==> config.mk <==
export PLATFORM = sky130hd
export DESIGN_NAME = bus_fabric
export DESIGN_NICKNAME = d
export VERILOG_FILES = /design/src/rtl/bus_fabric.sv
export SDC_FILE = /design/constraint.sdc
export NUM_CORES = 1
export LEC_CHECK = 0
export ABC_AREA = 1
export CORE_AREA = 2 2 135 137
export DETAILED_ROUTE_END_ITERATION = 8
export DIE_AREA = 0 0 137 139
export GPL_ROUTABILITY_DRIVEN = 1
export GPL_TIMING_DRIVEN = 0
export PLACE_DENSITY = 0.77
export REMOVE_ABC_BUFFERS = 1
export SETUP_SLACK_MARGIN = 0.4
export SYNTH_ARGS = -nofsm -noshare
export SYNTH_HDL_FRONTEND = slang
export SYNTH_SLANG_ARGS = --single-unit
==> constraint.sdc <==
create_clock -name i_clk -period 2.3 [get_ports i_clk]
set_input_delay 0.23 -clock i_clk [delete_from_list [all_inputs] [get_ports i_clk]]
set_output_delay 0.23 -clock i_clk [all_outputs]
set_load 0.005 [all_outputs]
==> src/rtl/bus_fabric.sv <==
// rtl/bus_fabric.sv - memory-mapped interconnect: address decode, wait-state handshake, timeout watchdog, error log
//
// Ports:
//   i_clk, i_rst                       clock, synchronous active-high reset
//   i_m_req/we/addr/wdata              master request, held until o_m_ready
//   o_m_rdata/ready/err                master response (o_m_ready is a one-cycle pulse, o_m_err qualifies it)
//   o_s_sel/we/addr/wdata              slave request (one-hot select, latched address/data)
//   i_s_rdata/ready                    per-slave read data (packed, slave k at [k*DATA_W +: DATA_W]) and ready
//   o_err_code/addr/cnt                sticky last-error code and address, saturating error count

module bus_fabric #(
    parameter int                NUM_SLAVES = 4,
    parameter int                ADDR_W     = 32,
    parameter int                DATA_W     = 32,
    parameter int                SEL_LSB    = 12,
    parameter int                SEL_W      = 2,
    parameter logic [ADDR_W-1:0] BASE       = '0,
    parameter int                TIMEOUT    = 15
) (
    input  logic                         i_clk,
    input  logic                         i_rst,
    input  logic                         i_m_req,
    input  logic                         i_m_we,
    input  logic [ADDR_W-1:0]            i_m_addr,
    input  logic [DATA_W-1:0]            i_m_wdata,
    output logic [DATA_W-1:0]            o_m_rdata,
    output logic                         o_m_ready,
    output logic                         o_m_err,
    output logic [NUM_SLAVES-1:0]        o_s_sel,
    output logic                         o_s_we,
    output logic [ADDR_W-1:0]            o_s_addr,
    output logic [DATA_W-1:0]            o_s_wdata,
    input  logic [NUM_SLAVES*DATA_W-1:0] i_s_rdata,
    input  logic [NUM_SLAVES-1:0]        i_s_ready,
    output logic [1:0]                   o_err_code,
    output logic [ADDR_W-1:0]            o_err_addr,
    output logic [7:0]                   o_err_cnt
);

    localparam int UP_LSB = SEL_LSB + SEL_W;
    // Counter only needs to reach TIMEOUT-1.
    localparam int CNT_W  = (TIMEOUT < 2) ? 1 : $clog2(TIMEOUT);

    typedef enum logic [1:0] {
        IDLE   = 2'd0,
        ACCESS = 2'd1,
        RESP   = 2'd2
    } state_t;

    state_t                  state_q, state_d;
    logic                    we_q;
    logic [ADDR_W-1:0]       addr_q;
    logic [DATA_W-1:0]       wdata_q;
    logic [SEL_W-1:0]        idx_q;
    logic [CNT_W-1:0]        cnt_q;
    logic                    err_q;
    logic [DATA_W-1:0]       rdata_q;
    logic [1:0]              err_code_q;
    logic [ADDR_W-1:0]       err_addr_q;
    logic [7:0]              err_cnt_q;

    logic [SEL_W-1:0]        req_idx;
    logic [31:0]             req_idx_ext;
    logic                    base_hit;
    logic                    idx_ok;

    logic [NUM_SLAVES-1:0]   sel_onehot;
    logic [DATA_W-1:0]       sel_rdata;
    logic                    sel_ready;

    logic                    latch;
    logic                    miss;
    logic                    done_ok;
    logic                    tmo;

    // Decode works on the live request; it only matters in the IDLE cycle that latches it.
    assign req_idx     = i_m_addr[SEL_LSB +: SEL_W];
    assign req_idx_ext = 32'(req_idx);
    assign base_hit    = (i_m_addr >> UP_LSB) == (BASE >> UP_LSB);
    assign idx_ok      = req_idx_ext < 32'(NUM_SLAVES);

    // Loop-based mux keeps out-of-range indices harmless when NUM_SLAVES < 2**SEL_W.
    always_comb begin
        sel_onehot = '0;
        sel_rdata  = '0;
        sel_ready  = 1'b0;
        for (int k = 0; k < NUM_SLAVES; k++) begin
            if (idx_q == SEL_W'(k)) begin
                sel_onehot[k] = 1'b1;
                sel_rdata     = i_s_rdata[k*DATA_W +: DATA_W];
                sel_ready     = i_s_ready[k];
            end
        end
    end

    always_comb begin
        state_d = state_q;
        latch   = 1'b0;
        miss    = 1'b0;
        done_ok = 1'b0;
        tmo     = 1'b0;
        case (state_q)
            IDLE: begin
                if (i_m_req) begin
                    latch = 1'b1;
                    if (base_hit && idx_ok) begin
                        state_d = ACCESS;
                    end else begin
                        state_d = RESP;
                        miss    = 1'b1;
                    end
                end
            end
            ACCESS: begin
                // Ready is checked first so it wins over a coincident timeout.
                if (sel_ready) begin
                    state_d = RESP;
                    done_ok = 1'b1;
                end else if (cnt_q == CNT_W'(TIMEOUT - 1)) begin
                    state_d = RESP;
                    tmo     = 1'b1;
                end
            end
            RESP:    state_d = IDLE;
            default: state_d = IDLE;
        endcase
    end

    always_ff @(posedge i_clk) begin
        if (i_rst) begin
            state_q    <= IDLE;
            we_q       <= 1'b0;
            addr_q     <= '0;
            wdata_q    <= '0;
            idx_q      <= '0;
            cnt_q      <= '0;
            err_q      <= 1'b0;
            rdata_q    <= '0;
            err_code_q <= 2'b00;
            err_addr_q <= '0;
            err_cnt_q  <= 8'd0;
        end else begin
            state_q <= state_d;
            if (latch) begin
                we_q    <= i_m_we;
                addr_q  <= i_m_addr;
                wdata_q <= i_m_wdata;
                idx_q   <= req_idx;
                cnt_q   <= '0;
                err_q   <= miss;
            end
            if (state_q == ACCESS && !done_ok && !tmo) begin
                cnt_q <= cnt_q + 1'b1;
            end
            if (done_ok) begin
                err_q <= 1'b0;
                if (!we_q) begin
                    rdata_q <= sel_rdata;
                end
            end
            if (tmo) begin
                err_q <= 1'b1;
            end
            if (miss || tmo) begin
                err_code_q <= miss ? 2'b01 : 2'b10;
                err_addr_q <= miss ? i_m_addr : addr_q;
                if (err_cnt_q != 8'hFF) begin
                    err_cnt_q <= err_cnt_q + 8'd1;
                end
            end
        end
    end

    assign o_m_rdata  = rdata_q;
    assign o_m_ready  = (state_q == RESP);
    assign o_m_err    = (state_q == RESP) && err_q;
    assign o_s_sel    = (state_q == ACCESS) ? sel_onehot : '0;
    assign o_s_we     = (state_q == ACCESS) && we_q;
    assign o_s_addr   = addr_q;
    assign o_s_wdata  = wdata_q;
    assign o_err_code = err_code_q;
    assign o_err_addr = err_addr_q;
    assign o_err_cnt  = err_cnt_q;

endmodule
=== Yosys cells after proc, flatten, opt, wreduce, memory -nomap -nowiden ===
Index checks and enable logic that the tools add are counted.

* Flip-flop bits (word level): 148

* Muxes and demuxes: 35
* Magnitude comparators: 1
* Bitwise operators: 1
* Equality and inequality tests: 9
* Reductions and logical operators: 16
* $add $sub $neg: 2

{| class="wikitable"
|+ Operators with widths
! operator !! number
|-
| $mux 32 || 5
|-
| $logic_not 32->1 || 1
|-
| $mux 1 || 21
|-
| $mux 4 || 3
|-
| $mux 2 || 5
|-
| $add 8x1->8 const B || 1
|-
| $ne 8x8->1 const B || 1
|-
| $eq 2x2->1 const B || 3
|-
| $reduce_and 2->1 || 3
|-
| $logic_and 1x1->1 || 5
|-
| $add 4x1->4 const B || 1
|-
| $eq 2x1->1 const B || 2
|-
| $eq 4x4->1 const B || 1
|-
| $logic_not 2->1 || 2
|-
| $pmux 2 s2 || 1
|-
| $lt 2x3->1 const B || 1
|-
| $ne 3x3->1 const B || 1
|-
| $reduce_bool 3->1 || 1
|-
| $logic_not 1->1 || 2
|-
| $ne 2x2->1 const B || 1
|-
| $reduce_bool 2->1 || 1
|-
| $logic_or 1x1->1 || 1
|-
| $not 1->1 || 1
|}

=== Logic depth before layout (Yosys ltp) ===
* Depth in word-level cells: 11
* Depth in mapped cells: 11
* Gate-level depth less buffers: 9

=== Worst setup path before layout ===
OpenSTA, ideal clock, no wires.

* Path type: register to register
* Start point: reg o_s_addr[13] (netlist name)
* End point: reg err_addr_q[12] (netlist: o_err_addr[12])
* Period minus slack after synthesis: 1.543 ns
* Arrival: 1.430 ns
* Buffers on the path: 2
* Setup time: 0.113 ns
* Setup slack: 0.757 ns
* Stages on the path, launching flop included: 11
* Cell sequence: dfxtp_1 > buf_4 > nand2_1 > or2_1 > nand2_2 > nand3_2 > nand2_4 > inv_2 > buf_4 > nor2_1 > nor2_1

{| class="wikitable"
|+ RTL lines
! what !! RTL line !! text
|-
| end signal, assigned || 166 || <nowiki>err_addr_q <= miss ? i_m_addr : addr_q;</nowiki>
|-
| end, declared || 59 || <nowiki>logic [ADDR_W-1:0] err_addr_q;</nowiki>
|}

==> results.sh <==
export IMPL_outcome="finished clean"
export IMPL_first_global_vias=7276
export IMPL_max_stage_delay_ns=0.53
export IMPL_syn_mean_instance_area_um2=6.770
export IMPL_start_util=0.3727
export IMPL_nets=1505
export IMPL_clock_root_buffer="clkbuf_16"
export IMPL_critPathBufInv=1
export IMPL_slew_headroom=0.3686
export IMPL_synth_seq_area_share=0.4442
export IMPL_grt_first_pass_wirelength_um=40050
export IMPL_globalplace_congestion=0.8175
export IMPL_post_route_min_period_ns=1.795
export IMPL_number_of_buffers_created_by_cts=17
export IMPL_io_pins=345
export IMPL_fp_dieArea_um2=19040
export IMPL_worstMarginPinSlew_ns=0.9471
export IMPL_design_power_total_mw=6.826
export IMPL_fin_crit_sh=0.7806
export IMPL_setup_worst_path_start_class="flip-flop"
export IMPL_setup_worst_path_end_class="flip-flop"
export IMPL_floorplan_rows=49
export IMPL_cts_root_to_sink_buffers=2
export IMPL_n_antenna_cell=0
export IMPL_most_prevalent_standard_cell_on_the_critical_path="nand2_1"
export IMPL_syn2layout_area_growth_pct=68.97
export IMPL_synth_area_um2=6580
export IMPL_grt_most_used_layer="met2"
export IMPL_min_delay_path_class="input pin to flip-flop"
export IMPL_synth_top_cell_by_area="dfxtp_1"
export IMPL_avgViaCountPerCell=5.128
export IMPL_power_density_cell_area_nw_per_um2=613.9
export IMPL_worst_hold_slack_ns=0.4184
export IMPL_synth_top_area_frac=0.4442
export IMPL_postSynthCellCount=972
export IMPL_worst_path_dominant_cell_family="buffers and inverters"
export IMPL_drtIter0Drc=406
export IMPL_synth_cell_types=29
export IMPL_power_leakage_nw=4.373
export IMPL_synthesis_yosys_warnings=0
export IMPL_unrepaired_setup_endpoints_after_global_routing="true"
export IMPL_grt_overflow_total=0
export IMPL_post_layout_nonfiller_instances=1543
export IMPL_clock_tree_htree_level_count=4
export IMPL_synth_flop_cell="dfxtp_1"
export IMPL_grt_met1_usage=0.2988
export IMPL_most_used_standard_cell_by_instance_count_after_synthesis="nand2_1"
export IMPL_worst_setup_path_type="flip-flop to flip-flop"
export IMPL_die_height_um=139
export IMPL_vias=7913
export IMPL_synthArstFlopShare=0
export IMPL_num_clock_sinks=146
export IMPL_insertion_delay_ns=0.42
export IMPL_drc=0
export IMPL_fmax_mhz=557.0
export IMPL_layout_cells_sized_above_1=0.06621
export IMPL_synth_seq_cells=146
export IMPL_critPathRequiredTime_ns=2.60
export IMPL_fp_coreArea_um2=17660
export IMPL_drt_wirelength_per_cell_um=17.69
export IMPL_dp_cells=1483
export IMPL_finalWirelength_um=27300
export IMPL_hpwl_dp_um=16810
export IMPL_grt_use_met3=0.08443
export IMPL_grt_max_degree=72
export IMPL_post_synth_edffs=0
export IMPL_peak_supply_drop_uv=497.6
export IMPL_worst_setup_hold_path_clk_slew_ns=0.06
export IMPL_cp_cell_sequence="nand2_1 > clkinvlp_4 > nand2_1 > nand4_1 > o21ai_0 > a21oi_1"
export IMPL_antenna_found_initial=1
export IMPL_grt_use_met2=0.4828
export IMPL_timing_critical_path_arrival_ns=2.10
export IMPL_groute_usage_overall=0.2729
export IMPL_final_hold_viol_count=0
export IMPL_antenna_left=0
export IMPL_drt_first_pass_iters=8
export IMPL_critPathMaxFanout=32
export IMPL_dieWidth_um=137
export IMPL_ctsHoldBuffers=0
export IMPL_top_cells_by_area_synth="dfxtp_1 (44%), nand2_1 (15%), nor2_1 (8.3%)"
export IMPL_final_max_slew_viol_count=0
export IMPL_final_core_utilization=0.6297
export IMPL_port_buffers=344
export IMPL_clock_skew_final_ns=0.01081
export IMPL_timing_critical_path_slowest_stage_cell="clkinvlp_4"
export IMPL_drv_cap=0
export IMPL_synth_commonest_cells="nand2_1 (256), dfxtp_1 (146), nor2_1 (145)"
export IMPL_setup_violations_final=0
export IMPL_clock_tree_from_tritoncts="done"
[cells in the final DEF (no fill, tap or decap), drive strengths merged]
| cell | count |
|---|---|
| nor2 | 147 |
| a31oi | 1 |
| xnor2 | 3 |
| nand3 | 70 |
| clkinv | 9 |
| bufinv | 2 |
| clkinvlp | 4 |
| and2 | 1 |
| inv | 55 |
| a21oi | 81 |
| buf | 22 |
| dlymetal6s2s | 2 |
| nand2 | 264 |
| dlygate4sd2 | 3 |
| clkbuf | 19 |
| xor2 | 5 |
| clkdlybuf4s50 | 338 |
| o21ai | 98 |
| dfxtp | 146 |
| o21bai | 1 |
| ha | 3 |
| or2 | 2 |
| nor3 | 5 |
| nand4 | 33 |
[what timing repair did]
action                                  in CTS  in global routing
endpoints found under the hold margin        0                  0
setup buffers                               11                  7
cloned                                       9                  2
endpoints found under the setup margin     149                 76
gates resized for setup                     35                 12
pin swaps                                    6                  3
[power by group]
group          internal (mW)  switching (mW)  leakage, nW
clock                   1.65            1.09        0.281
sequential              2.66          0.0794         1.20
combinational          0.723           0.628         2.89
total                   5.03            1.80         4.37
[final cells by class]
| type | count | area [um2] |
|---|---|---|
| Fill cell | 1626 | 6539 |
| Timing Repair Buffer | 365 | 3674 |
| Multi-Input combinational cell | 714 | 3349 |
| Sequential cell | 146 | 2935 |
| Clock buffer | 19 | 452.9 |
| Tap cell | 229 | 286.5 |
| Inverter | 56 | 270.3 |
| Clock inverter | 12 | 132.6 |
| Timing Repair inverter | 2 | 17.52 |
[cell families (layout without fill, tap and decap cells)]
kind of cell	Yosys count	in the layout	share of synthesized area
AND/OR/NAND/NOR	513	522	0.3238
AO/OA/AOI/OAI	181	181	0.1382
buffers and inverters	121	454	0.07739
XOR/XNOR	8	8	0.01065
adder cells (fa/ha/maj)	3	3	0.005705
flip-flops	146	146	0.4442
[metal layers]
layer | wire [um] | vias to the layer above
met2 | 13600 | 347
met1 | 10250 | 3679
li1 | - | 3838
met4 | 829 | 2
met5 | 13 | -
met3 | 2601 | 47
[flip-flops by register name (all words and copies together), names as in the netlist, 2 cells and up]
signal,count
o_m_rdata,32
o_err_code,2
o_s_wdata,32
o_s_addr,32
cnt_q,4
o_err_cnt,8
state_q,2
o_err_addr,32
[through the flow]
stage / cell area (um2) / worst slack (ns) / setup TNS, ns
5_1_grt: 11120 / 0.3464 / 0
2_1_floorplan: 6281 / -1.345 / -84.79
6_report: 11120 / 0.5047 / 0
4_1_cts: 11000 / 0.4096 / 0
3_5_place_dp: 10090 / -2.370 / -164.95
3_3_place_gp: 10010 / -4.126 / -421.27
[worst paths after layout]
check                                endpoint  cells after the start  slack, ns           from
worst min register to register  o_m_rdata[13]                      2       0.44  o_m_rdata[13]
worst max-delay path            o_m_rdata[27]                      6       0.50   o_s_addr[13]
worst min-delay path             o_s_addr[27]                      3       0.42   i_m_addr[27]
worst max register to register  o_m_rdata[27]                      6       0.50   o_s_addr[13]
[worst min-delay path, delay by kind of cell]
| kind | cells | cell delay [ns] |
|---|---|---|
| buffers and inverters | 1 | 0.41 |
| and+or+nand+nor | 1 | 0.09 |
| AOI/OAI and AO/OA | 1 | 0.06 |
No activity file was read; power rests on OpenSTA's default activity.
==> RTL edit 1, RTL diff (same flow settings) <==
Make the reset (`i_rst`) asynchronous in one clocked block. Comments in the files are not updated.
--- a/src/rtl/bus_fabric.sv
+++ b/src/rtl/bus_fabric.sv
@@ -126,7 +126,7 @@
         endcase
     end
 
-    always_ff @(posedge i_clk) begin
+    always_ff @(posedge i_clk or posedge i_rst) begin
         if (i_rst) begin
             state_q    <= IDLE;
             we_q       <= 1'b0;
Formal check against the unedited RTL: differs if i_rst is asserted again (counterexample within 4 cycles, from zero or initial values and one cycle with i_rst high); with i_rst held inactive, the same outputs for 4 cycles.
==> RTL edit 1 against the original RTL <==
  * Wire length fell by 7.8%
  * Combinational power rose by 41%
  * Fmax fell by 1.8%
  * Total power rose by 15%
  * Via count fell by 6.4%
  * Sequential cell count did not move
  * Synthesized area rose by 5.6%
  * Worst setup slack got worse by 0.033 ns
  * Final area rose by 3.3%
  * Critical path type is now flop to output pin
  * Critical endpoint is now o_s_addr[13]
==> RTL edit 1: results (changes against the original RTL) <==
| Metric | Value |
|---|---|
| Status | `finished, final reports clean` |
| Cts bufs inserted | `17 (unchanged)` |
| Met3 Use GR | `0.0746 (-0.00987)` |
| Vias | `7404 (-6.4%)` |
| H-tree Lvls | `4 (unchanged)` |
| Critical path's slowest cell | `clkdlybuf4s50_1` |
| Slew Limit Headroom | `0.578 (+0.210)` |
| Post-synth top cells | `461 x nand2_1, 146 x dfrtp_1, 96 x nand3_1` |
| Reg2Reg Depth | `8 (+2)` |
| DP HPWL | `16400 um (-2.3%)` |
| Post-synth ARST share | `1.00 (+1.00)` |
| Worst Skew | `0.00994 ns (-0.000873 ns)` |
| GPL Wtd Cong | `0.857 (+4.9%)` |
| Worst R2R End | `o_err_cnt[0]` |
| CP Max Fanout | `8 (-75%)` |
| Dpl ws | `-1.01 ns (+1.36 ns)` |
| RR Startpoint | `state_q[1]` |
| Layout Nets | `1434 (-4.7%)` |
| Met1 Track Usage GR | `0.333 (+0.0342)` |
| I/O Buffers | `344 (unchanged)` |
| CP top delay family | `buffers and inverters` |
| Layout cells sized above 1 | `0.0716 (+0.00539)` |
| DR iter-0 viols | `475 (+17%)` |
| Pre-Repair DR Iteration Count | `6 (-2)` |
| M2 GR Usage | `0.421 (-0.0615)` |
| Sequential-to-total area share from yosys stat | `0.526 (+0.0818)` |
| Top post-synthesis cells by area | `dfrtp_1 53%, nand2_1 25%, nand3_1 6.9%` |
| FF-to-FF setup slack | `0.53 ns (+0.03 ns)` |
| Pin count of the biggest net entering global routing | `80 (+11%)` |
| Pleak | `5.43 nW (+24%)` |
| GRT Total Usage | `0.264 (-0.00930)` |
| Global-route wire length before repair | `38700 um (-3.3%)` |
| Hold Path Class | `input pin to async pin` |
| Worst path max stage delay | `0.58 ns (+0.05 ns)` |
| Vias in the first global route | `7209 (-0.92%)` |
| Fillers | `1498 (-7.9%)` |
| DR WL/cell | `17.1 um (-3.3%)` |
| Worst VDD drop | `510 uV (+2.5%)` |
| Crit path time final | `1.83 ns (+0.0327 ns)` |
| Ys flop type | `dfrtp_1` |
[RTL edit 1: logic make-up after synthesis]
logic type      count (synthesis)  synth area share
simple gates                  629             0.382
flops                         146             0.526
buf+inv                        65            0.0495
compound gates                 37            0.0267
xor+xnor                        8            0.0101
fa+ha+maj                       3           0.00541
[RTL edit 1: per-stage QoR]
| step | instances | power (W) | cell area, sq um | hold slack [ns] |
|---|---|---|---|---|
| 6_report | 1472 | 0.00786 | 11500 | 0.275 |
| 5_1_grt | 1472 | 0.00823 | 11500 | 0.328 |
| 4_1_cts | 1466 | 0.00786 | 11400 | 0.304 |
| 3_5_place_dp | 1415 | 0.00485 | 10500 | 0.464 |
| 3_3_place_gp | 1411 | 0.00481 | 10400 | 0.455 |
| 2_1_floorplan | 838 | 0.00370 | 6660 | 0.340 |
[RTL edit 1: per-layer routing]
layer | vias up | routed length [um]
met5 | - | 0
met4 | 0 | 899
met3 | 58 | 1880
met2 | 291 | 12100
met1 | 3506 | 10200
li1 | 3549 | -
[RTL edit 1: worst max-delay path by stage]
stage,end,slack (ns),cells after the start,startpoint
after detailed placement,o_err_cnt[0],-1.01,8,i_m_req
after global placement,o_err_cnt[5],-4.69,8,i_m_req
after global routing,o_err_cnt[6],0.38,9,o_s_addr[13]
final,o_s_addr[13],0.47,2,o_s_addr[13]
after CTS,o_err_cnt[7],0.29,8,state_q[0]
after floorplan,o_err_cnt[4],-1.90,8,state_q[0]
[RTL edit 1: power by group]
group / total, W / switching (W) / internal (W)
sequential: 0.00304 / 0.000203 / 0.00284
combinational: 0.00190 / 0.000847 / 0.00105
clock: 0.00292 / 0.00117 / 0.00175
total: 0.00786 / 0.00222 / 0.00564
[RTL edit 1: worst reg2reg max path, cell delays in order, from the launching register on]
cell and delay, ns:
dfrtp_1 0.41, inv_2 0.11, nand2_4 0.10, inv_1 0.35, nand3_4 0.24, nand2_8 0.16, nand2_2 0.12, nand2_1 0.11
nand2_1 0.06
[RTL edit 1: area by class of cell]
cell class | instances | area (sq um) | share of cell area
Multi-Input combinational cell | 683 | 3110 | 0.271
Sequential cell | 146 | 3660 | 0.319
Clock buffer | 18 | 439 | 0.0382
Clock inverter | 13 | 178 | 0.0155
Inverter | 15 | 88.8 | 0.00774
Timing Repair inverter | 1 | 8.76 | 0.000763
Tap cell | 229 | 287 | 0.0249
Timing Repair Buffer | 367 | 3710 | 0.323
[RTL edit 1: repair_timing]
| action | in CTS | in global routing |
|---|---|---|
| setup endpoints to repair | 130 | 78 |
| gates cloned | 4 | 3 |
| resized for setup | 26 | 19 |
| pin swaps | 5 | 5 |
| setup buffers | 16 | 3 |
==> RTL edit 2, RTL diff (same flow settings) <==
Without the edit above. Set the parameter `ADDR_W` to 24 (it was 32).
--- a/src/rtl/bus_fabric.sv
+++ b/src/rtl/bus_fabric.sv
@@ -10,7 +10,7 @@
 
 module bus_fabric #(
     parameter int                NUM_SLAVES = 4,
-    parameter int                ADDR_W     = 32,
+    parameter int                ADDR_W     = 24,
     parameter int                DATA_W     = 32,
     parameter int                SEL_LSB    = 12,
     parameter int                SEL_W      = 2,
Interface: changed (resized i_m_addr, o_err_addr and o_s_addr); port bits go from 345 to 321. No check against the original RTL was run, so the function may have changed too.
==> RTL edit 2 against the original RTL <==
  * Sequential cell count fell by 16
  * Fmax fell by 4.7%
  * Synthesized area fell by 9.1%
  * Total power fell by 2.4%
  * Wire length fell by 8.0%
  * Non-clock buffer count fell by 28
  * Final area fell by 6.9%
  * Worst setup slack got worse by 0.089 ns
  * Critical path type is now flop to output pin
  * Largest cell class unchanged
  * Largest power group is now the clock network
  * Highest routed layer is now met4
==> RTL edit 2: results (changes against the original RTL) <==
| Metric | Value |
|---|---|
| Final WL | `25100 um (-8.0%)` |
| CTS Buffer Depth | `2 (unchanged)` |
| FF-to-FF setup slack | `0.49 ns` |
| GRT Total Usage | `0.246 (-0.0267)` |
| GPL Wtd Cong | `0.799 (-2.3%)` |
| CP Max Fanout | `3 (-91%)` |
| Global-route wire length before repair | `36000 um (-10%)` |
| Pre-Repair DR Iteration Count | `7 (-1)` |
| Post-synth ARST share | `0 (unchanged)` |
| Sequential-to-total area share from yosys stat | `0.435 (-0.00886)` |
| Worst Skew | `0.0101 ns (-0.000711 ns)` |
| Routed wl met2 | `12500 um (-8.3%)` |
| Met3 wire len | `2290 um (-12%)` |
| Critical path's slowest cell | `clkdlybuf4s50_1` |
| Dpl cell area | `9260 sq um (-8.2%)` |
| Synth Warn # | `0 (unchanged)` |
| DR WL/cell | `17.6 um (-0.28%)` |
| I/O Buffers | `320 (-7.0%)` |
| Layout cells sized above 1 | `0.0797 (+0.0135)` |
| Min Hold Slack | `0.393 ns (-0.0252 ns)` |
| Uppermost layer routed | `met4` |
| Pint | `0.00494 W (-1.8%)` |
| Worst path max stage delay | `0.55 ns (+0.02 ns)` |
| Slew Limit Headroom | `0.411 (+0.0421)` |
| Synth cell types | `32 (+10%)` |
| Worst VDD drop | `484 uV (-2.6%)` |
| Post-Route M1 WL | `9580 um (-6.5%)` |
| Worst Setup SP | `state_q[1]` |
| Cts bufs inserted | `17 (unchanged)` |
| Pleak | `3.98 nW (-9.0%)` |
| CP top delay family | `buffers and inverters` |
| RR Startpoint | `o_s_addr[13]` |
| WHS Path Cells | `3 (unchanged)` |
| Status | `finished, final reports clean` |
| DP HPWL | `15400 um (-8.3%)` |
| Fin. Hold Viols | `0 (unchanged)` |
| Post-synth top cells | `210 x nand2_1, 130 x dfxtp_1, 119 x nor2_1` |
| Worst Hold End | `o_s_addr[18]` |
| H-tree Lvls | `4 (unchanged)` |
| Vias in the first global route | `6647 (-8.6%)` |
| Pin count of the biggest net entering global routing | `55 (-24%)` |
| Hold Startpoint | `i_m_addr[18]` |
| Worst skew pair latency | `0.42 ns (about the same)` |
| Top post-synthesis cells by area | `dfxtp_1 44%, nand2_1 13%, nor2_1 7.5%` |
| Worst R2R End | `o_m_rdata[5]` |
| Reg2Reg Depth | `7 (+1)` |
| Mapped Cells | `870 (-10%)` |
| Root buf cell | `clkbuf_16` |
| Hold Path Class | `input pin to flop` |
| DR iter-0 viols | `266 (-34%)` |
| DP Cell Count | `1364 (-8.0%)` |
| Initial antenna violation count | `2 (+1)` |
| Fillers | `1637 (+0.68%)` |
| Worst Path Arrival | `1.65 ns (-0.45 ns)` |
| Vias/cell | `4.95 (-3.5%)` |
| Area share of the largest cell type after synthesis | `0.435 (-0.00886)` |
RTL edit 2: worst min-delay path: stages:
cell	delay (ns)
clkdlybuf4s50_1	0.39
inv_1	0.08
a21oi_1	0.06
RTL edit 2: area by class of cell:
class	instances	area share
timing repair inverter	3	0.00242
clock buffer	20	0.0451
sequential	130	0.252
tap	229	0.0277
clock inverter	12	0.0174
antenna	2	0.000483
timing repair buffer	337	0.330
multi-input combinational	632	0.298
inverter	58	0.0268
RTL edit 2: metrics by stage:
step | setup slack [ns] | utilization
after CTS | 0.310 | 0.580
after global routing | 0.363 | 0.586
final | 0.416 | 0.586
after floorplan | -1.21 | -
after global placement | -3.97 | 0.521
after detailed placement | -2.71 | 0.525
RTL edit 2: power groups by stage:
stage	clock [W]	sequential, W	combinational (W)
final	0.00298	0.00243	0.00126
after global routing	0.00313	0.00244	0.00136
after CTS	0.00303	0.00243	0.00124
after detailed placement	0	0.00250	0.00112
after global placement	0	0.00249	0.00111
after floorplan	0	0.00249	0.000389
RTL edit 2: metal layers:
layer	global-route usage	up-vias
li1	-	3482
met1	0.277	3219
met2	0.426	295
met3	0.0786	45
met4	0.0998	0
met5	0	-
RTL edit 2: timing repair:
| action | CTS | global route |
|---|---|---|
| gates resized for setup | 34 | 16 |
| setup buffers | 12 | 2 |
| pin swaps | 5 | 3 |
| hold buffers | 0 | 0 |
| cloned | 7 | 4 |
| endpoints found under the setup margin | 131 | 64 |
RTL edit 2: worst max-delay path by stage:
stage / depth (start not counted) / slack [ns] / to
6_report: 3 / 0.42 / o_m_err
5_1_grt: 9 / 0.36 / o_m_rdata[16]
4_1_cts: 7 / 0.31 / o_m_rdata[5]
3_5_place_dp: 8 / -2.71 / o_err_addr[13]
3_3_place_gp: 8 / -3.97 / o_err_addr[7]
2_1_floorplan: 8 / -1.21 / o_err_addr[15]
RTL edit 2: cells by family (layout without fill, tap and decap cells):
family                     count (synthesis)  in the layout  synth area share
AOI/OAI and AO/OA                        175            175             0.150
adders and majority gates                  3              3           0.00628
DFF                                      130            130             0.435
xor gates and xnor gates                   8              8            0.0117
and+or+nand+nor                          438            446             0.314
other                                      0              2                 0
buffers and inverters                    116            430            0.0827
